`src/rtl/uart_arb_pkg.sv`:
```
// -----------------------------------------------------------------------------
// uart_arb_pkg
// Shared types and helpers for the UART transmit arbiter.
//   state_t : 2-bit FSM encoding (IDLE=00, LAUNCH=01, WAIT=11, SEND=10)
//   clog2() : index width for a requester count (minimum 1 bit)
// -----------------------------------------------------------------------------
package uart_arb_pkg;

    localparam int DATA_W = 8;

    typedef enum logic [1:0] {
        ST_IDLE   = 2'b00,
        ST_LAUNCH = 2'b01,
        ST_WAIT   = 2'b11,
        ST_SEND   = 2'b10
    } state_t;

    // Constant-bounded loop so it elaborates in any tool.
    function automatic int clog2(input int n);
        int r;
        r = 1;
        for (int i = 1; i < 32; i++) begin
            if ((1 << i) < n) r = i + 1;
        end
        return r;
    endfunction

endpackage

```
`src/rtl/uart_tx_arbiter_rr_pick.sv`:
```
// -----------------------------------------------------------------------------
// rr_pick
// Combinational round-robin selector. The request vector is rotated so that
// the requester after 'last' sits at bit 0, then priority-encoded; the offset
// found is mapped back to an absolute index.
// Ports:
//   req    in  [N-1:0]   request bits
//   last   in  [IW-1:0]  index granted most recently
//   valid  out           any request present
//   winner out [IW-1:0]  next requester in round-robin order (0 if !valid)
// -----------------------------------------------------------------------------
module rr_pick #(
    parameter int N  = 4,
    parameter int IW = 2
) (
    input  logic [N-1:0]  req,
    input  logic [IW-1:0] last,
    output logic          valid,
    output logic [IW-1:0] winner
);

    logic [N-1:0] rot;
    int           off;

    always_comb begin
        // NOTE: every combinational output gets a default first, so no path
        // through the block leaves a signal unassigned and infers a latch.
        rot    = '0;
        off    = 0;
        valid  = |req;
        winner = '0;
        for (int j = 0; j < N; j++) begin
            rot[j] = req[(int'(last) + 1 + j) % N];
        end
        // Scan downward so the lowest set offset is the one left standing.
        for (int j = N - 1; j >= 0; j--) begin
            if (rot[j]) off = j;
        end
        if (valid) winner = IW'((int'(last) + 1 + off) % N);
    end

endmodule

```
`src/rtl/uart_tx_arbiter.sv`:
```
// -----------------------------------------------------------------------------
// uart_tx_arbiter
// Shares one UART transmitter among N_REQ byte producers. A round-robin winner
// is acked and its byte latched; one cycle later tx_begin pulses, and tx_data
// is held until the transmitter drops tx_busy.
// Optional feature macro: UART_ARB_TIMEOUT_EN -- abandon a launch (and set the
// sticky err flag) if tx_busy has not risen within BUSY_TIMEOUT cycles.
// Ports:
//   clk       in   system clock, posedge
//   reset_n   in   asynchronous reset, active-low
//   enable    in   global transmit enable (forwarded as tx_en)
//   req       in   [N_REQ-1:0] level requests, held until ack
//   req_data  in   [8*N_REQ-1:0] byte i at [8*i +: 8]
//   ack       out  [N_REQ-1:0] one-cycle pulse, byte latched
//   tx_en     out  = enable
//   tx_begin  out  one-cycle start pulse to the transmitter
//   tx_data   out  [7:0] latched byte
//   tx_busy   in   transmitter busy
//   grant_id  out  index of last granted requester
//   active    out  FSM not idle
//   err       out  sticky launch-timeout flag
// -----------------------------------------------------------------------------
module uart_tx_arbiter
    import uart_arb_pkg::*;
#(
    parameter int N_REQ        = 4,
    parameter int BUSY_TIMEOUT = 16
) (
    input  logic                      clk,
    input  logic                      reset_n,
    input  logic                      enable,
    input  logic [N_REQ-1:0]          req,
    input  logic [DATA_W*N_REQ-1:0]   req_data,
    output logic [N_REQ-1:0]          ack,
    output logic                      tx_en,
    output logic                      tx_begin,
    output logic [DATA_W-1:0]         tx_data,
    input  logic                      tx_busy,
    output logic [clog2(N_REQ)-1:0]   grant_id,
    output logic                      active,
    output logic                      err
);

    localparam int IW = clog2(N_REQ);

    state_t          state, state_nxt;
    logic [IW-1:0]   last;
    logic            pick_valid;
    logic [IW-1:0]   pick_winner;
    logic            grant;

`ifdef UART_ARB_TIMEOUT_EN
    logic [7:0]      cnt;
    logic            timeout;
`endif

    rr_pick #(.N(N_REQ), .IW(IW)) u_pick (
        .req    (req),
        .last   (last),
        .valid  (pick_valid),
        .winner (pick_winner)
    );

    assign tx_en  = enable;
    assign active = (state != ST_IDLE);

    always_comb begin
        state_nxt = state;
        grant     = 1'b0;
`ifdef UART_ARB_TIMEOUT_EN
        timeout   = 1'b0;
`endif
        case (state)
            ST_IDLE: begin
                // A busy transmitter in IDLE means someone else's frame is on
                // the line; wait for it rather than stacking a start pulse.
                if (enable && pick_valid && !tx_busy) begin
                    grant     = 1'b1;
                    state_nxt = ST_LAUNCH;
                end
            end
            ST_LAUNCH: state_nxt = ST_WAIT;
            ST_WAIT: begin
                if (tx_busy) begin
                    state_nxt = ST_SEND;
                end
`ifdef UART_ARB_TIMEOUT_EN
                else if (cnt == 8'(BUSY_TIMEOUT - 1)) begin
                    timeout   = 1'b1;
                    state_nxt = ST_IDLE;
                end
`endif
            end
            ST_SEND: if (!tx_busy) state_nxt = ST_IDLE;
            default: state_nxt = ST_IDLE;
        endcase
    end

    always_ff @(posedge clk or negedge reset_n) begin
        // NOTE: sequential state uses non-blocking assignment so every flop
        // samples pre-edge values regardless of block ordering.
        if (!reset_n) state <= ST_IDLE;
        else          state <= state_nxt;
    end

    always_ff @(posedge clk or negedge reset_n) begin
        if (!reset_n) begin
            ack      <= '0;
            tx_begin <= 1'b0;
            tx_data  <= '0;
            grant_id <= '0;
            last     <= IW'(N_REQ - 1);
        end else begin
            ack      <= '0;
            tx_begin <= (state == ST_LAUNCH);
            if (grant) begin
                ack[pick_winner] <= 1'b1;
                tx_data          <= req_data[DATA_W*pick_winner +: DATA_W];
                grant_id         <= pick_winner;
                last             <= pick_winner;
            end
        end
    end

`ifdef UART_ARB_TIMEOUT_EN
    always_ff @(posedge clk or negedge reset_n) begin
        if (!reset_n) begin
            cnt <= '0;
            err <= 1'b0;
        end else begin
            if (state_nxt == ST_WAIT && state != ST_WAIT) cnt <= '0;
            else if (state == ST_WAIT)                    cnt <= cnt + 8'd1;
            if (timeout) err <= 1'b1;
        end
    end
`else
    assign err = 1'b0;
`endif

endmodule
```
`config.mk`:
```
export PLATFORM = sky130hd
export DESIGN_NAME = uart_tx_arbiter
export DESIGN_NICKNAME = d
export VERILOG_FILES = /design/src/rtl/uart_arb_pkg.sv /design/src/rtl/uart_tx_arbiter_rr_pick.sv /design/src/rtl/uart_tx_arbiter.sv
export SDC_FILE = /design/constraint.sdc
export NUM_CORES = 1
export LEC_CHECK = 0
export CELL_PAD_IN_SITES_DETAIL_PLACEMENT = 1
export CELL_PAD_IN_SITES_GLOBAL_PLACEMENT = 1
export CORE_MARGIN = 2
export CORE_UTILIZATION = 42
export DETAILED_ROUTE_END_ITERATION = 8
export PLACE_DENSITY = 0.95
export SYNTH_ARGS = -nofsm -noshare
export SYNTH_HDL_FRONTEND = slang
export SYNTH_HIERARCHICAL = 1
export SYNTH_SLANG_ARGS = --single-unit
```
`constraint.sdc`:
```
create_clock -name clk -period 9.89 [get_ports clk]
set_clock_uncertainty 0.05 [all_clocks]
set_input_delay 2.967 -clock clk [delete_from_list [all_inputs] [get_ports clk]]
set_output_delay 2.967 -clock clk [all_outputs]
set_load 0.02 [all_outputs]
```
==> qor.yml <==
pwr:
  p_per_area_nw_per_um2: 350
  vdd_drop_max_mv: 0.184
  p_leak_nw: 1.61
layout:
  final_nets: 346
  diodes: 0
  drive_gt1_frac: 0.217
  fin_util: 0.517
  syn_to_final_growth_pct: 18.0
  nFillCells: 769
  stdcell_area_um2: 3810
synth:
  synth_area_leaders: "dfrtp_1 (36%), buf_4 (14%), mux2_4 (13%)"
  syn_area_um2: 3230
  yosys.area.top_type: "dfrtp_1"
  dominantRegCellSynth: "dfrtp_1"
  synth_edf_count: 0
  syn_inst: 278
  synthArstFlopShare: 1.00
  synth_seq_area_share: 0.380
  yosysUniqueCellTypes: 48
  avgSynthCellArea_um2: 11.6
  synth-seq-cells: 49
  yosys_warnings: 6
  syn_nets: 321
  synth_top_area_share: 0.364
die:
  initial_core_util: 0.438
  dieArea_um2: 8410
  pin_count: 88
  num_rows: 31
  die_x_um: 91.7
  die_h_um: 91.7
  core_area_um2: 7370
sta:
  rsz0062_at_grt: "no"
  hold_violations: 0
  slew_headroom: 0.215
  finalCritPeriodShare: 0.750
  postLayoutSetupSlackWorst_ps: 2480
  maxSlewViolCount: 0
  tns_ps: 0
  fmax_mhz: 135
  finalCriticalPeriod_ps: 7410
  setup_viol: 0
  tightest_slew_ps: 1170
global_routing:
  grt_usage: 0.182
  grt_pass1_vias: 2361
  grt_max_degree: 50
  grt_pass1_wl_um: 12000
  antenna_found_initial: 0
  globalRouteOverflowTotal: 0
setup_path:
  path_class: "in -> reg"
  required_ps: 10020
  crit_chain: "clkdlybuf4s50_1, nor2b_1, a21oi_1, nor2_1, a22oi_1, o21ai_0, ha_1, a21oi_1, or4_4, nor4_2, o2111ai_1, o31a_1, nor3_2, buf_4, nor4_1, nand4_1, nor4_1"
  path_delay_family: "simple AND/OR/NAND/NOR gates"
  crit_path_top_delay_cell: "nor3_2"
  worstPathArrival_ps: 7540
  cp_num_buf_inv: 2
  cpPeakStageDelay_ps: 920
  cp-end-kind: "flip-flop"
  cp_max_fo: 44
  critPathLaunchType: "input pin"
clock_tree:
  clk_latency_ps: 300
  ctsHoldBuffers: 0
  cts_tree: "built"
  post_cts_buffers: 0
  clockBufferDepth: 2
  cts.repair.resized: 0
  cts_max_level: 2
  cts_root_buffer: "clkbuf_8"
  clk_pin_slew_ps: 90
  cts_made_buffers: 5
  clock-sinks: 49
detailed_routing:
  wire_per_inst_um: 17.9
  routed_via_density: 5.31
  vias: 2140
  drt_iter0_markers: 78
  drc: 0
  drtAntennaViolNets: 0
  wl_um: 7230
  first_pass_iters: 4
placed_design:
  io_buffers: 86
  place_congestion: 0.807
  dp_hpwl_um: 5570
  place_ws_ps: 2140
  placedInstanceArea_um2: 3700
hold_path:
  hold_class: "reg -> reg"
run:
  drv_cap: 0
status:
  outcome: "complete, no violations"
-- Yosys cell counts (4+ instances only) --
cell and count:
buf_6 5, nor4_1 16, mux2_4 28, nand2_1 10
a21oi_1 4, nand4_1 7, a22o_1 8, buf_4 61
dfrtp_1 47, xnor2_1 4, mux4_2 8, nand3_1 7
mux2_2 7, nor2_1 12
-- report_power, final --
group	total (mW)	internal, mW	switching (mW)
combinational	0.816	0.419	0.397
clock	0.142	0.0760	0.0660
sequential	0.377	0.283	0.0937
total	1.33	0.778	0.556
-- worst register-to-register path: cells and delay by family, from the launching register on --
family	cells	cell delay, ps
DFF	1	700
AOI/OAI and AO/OA	5	810
buffers and inverters	1	520
adders and majority gates	2	670
and+or+nand+nor	8	2140
-- metal layers --
metal / part of all wire / wire length [um] / vias to the layer above / track usage
li1: - / - / 1008 / -
met1: 0.41 / 2980 / 1053 / 0.209
met2: 0.51 / 3720 / 73 / 0.332
met3: 0.063 / 453 / 6 / 0.0501
met4: 0.011 / 83 / 0 / 0.0473
met5: 0 / 0 / - / 0
-- worst paths after layout --
check	start	end	slack, ps	depth (start not counted)
max	req[0]	ack[1]	2480	17
min in group asynchronous	reset_n	grant_id[8]	2790	1
max in group asynchronous	reset_n	grant_id[26]	6350	1
min	state[1]	tx_begin	460	1
min reg2reg	state[1]	tx_begin	460	1
max reg2reg	last[0]	ack[1]	4880	16
-- sequential cells by signal, indices dropped and copies added, names as in the netlist --
| register | cells |
|---|---|
| tx_begin | 1 |
| grant_id | 32 |
| last | 2 |
| ack | 4 |
| tx_data | 8 |
| state | 2 |
-- cell usage in the layout (no fill, tap or decap), types with 3 or more instances in the layout --
cell type and n:
nand3_1 7, a21oi_1 4, buf_4 3, a22o_1 8
nand4_1 7, mux2_2 7, clkbuf_8 5, dfrtp_1 47
clkdlybuf4s50_1 85, nor2_1 12, nand2b_1 3, xnor2_1 4
ha_1 3, mux4_2 8, nand2_1 10, nor4_1 16
mux2_4 28
-- logic make-up (layout without fill, tap and decap cells) --
family	Yosys count	in the layout	share of synthesized area
AND/OR/NAND/NOR	79	79	0.155
buffers and inverters	73	99	0.168
flip-flops	49	49	0.380
multiplexers	44	44	0.213
AO/OA/AOI/OAI	23	23	0.0538
XOR/XNOR	6	6	0.0163
adder cells (fa/ha/maj)	3	3	0.0116
other	1	1	0.00116
-- layout make-up --
| class | count | area (um^2) | area share |
|---|---|---|---|
| multi-input combinational | 156 | 1460 | 0.384 |
| sequential | 49 | 1230 | 0.322 |
| timing repair buffer | 89 | 878 | 0.230 |
| tap | 99 | 124 | 0.0325 |
| clock buffer | 6 | 72.6 | 0.0190 |
| clock inverter | 2 | 38.8 | 0.0102 |
| inverter | 2 | 7.51 | 0.00197 |
-- through the flow --
| stage | power [mW] | cells | hold WS, ps |
|---|---|---|---|
| final | 1.33 | 403 | 463 |
| after global routing | 1.44 | 403 | 468 |
| after CTS | 1.35 | 403 | 458 |
| after detailed placement | 1.21 | 395 | 447 |
| after global placement | 1.16 | 395 | 411 |
| after floorplan | 1.05 | 278 | 392 |
Power figures use the tool's default switching activity.
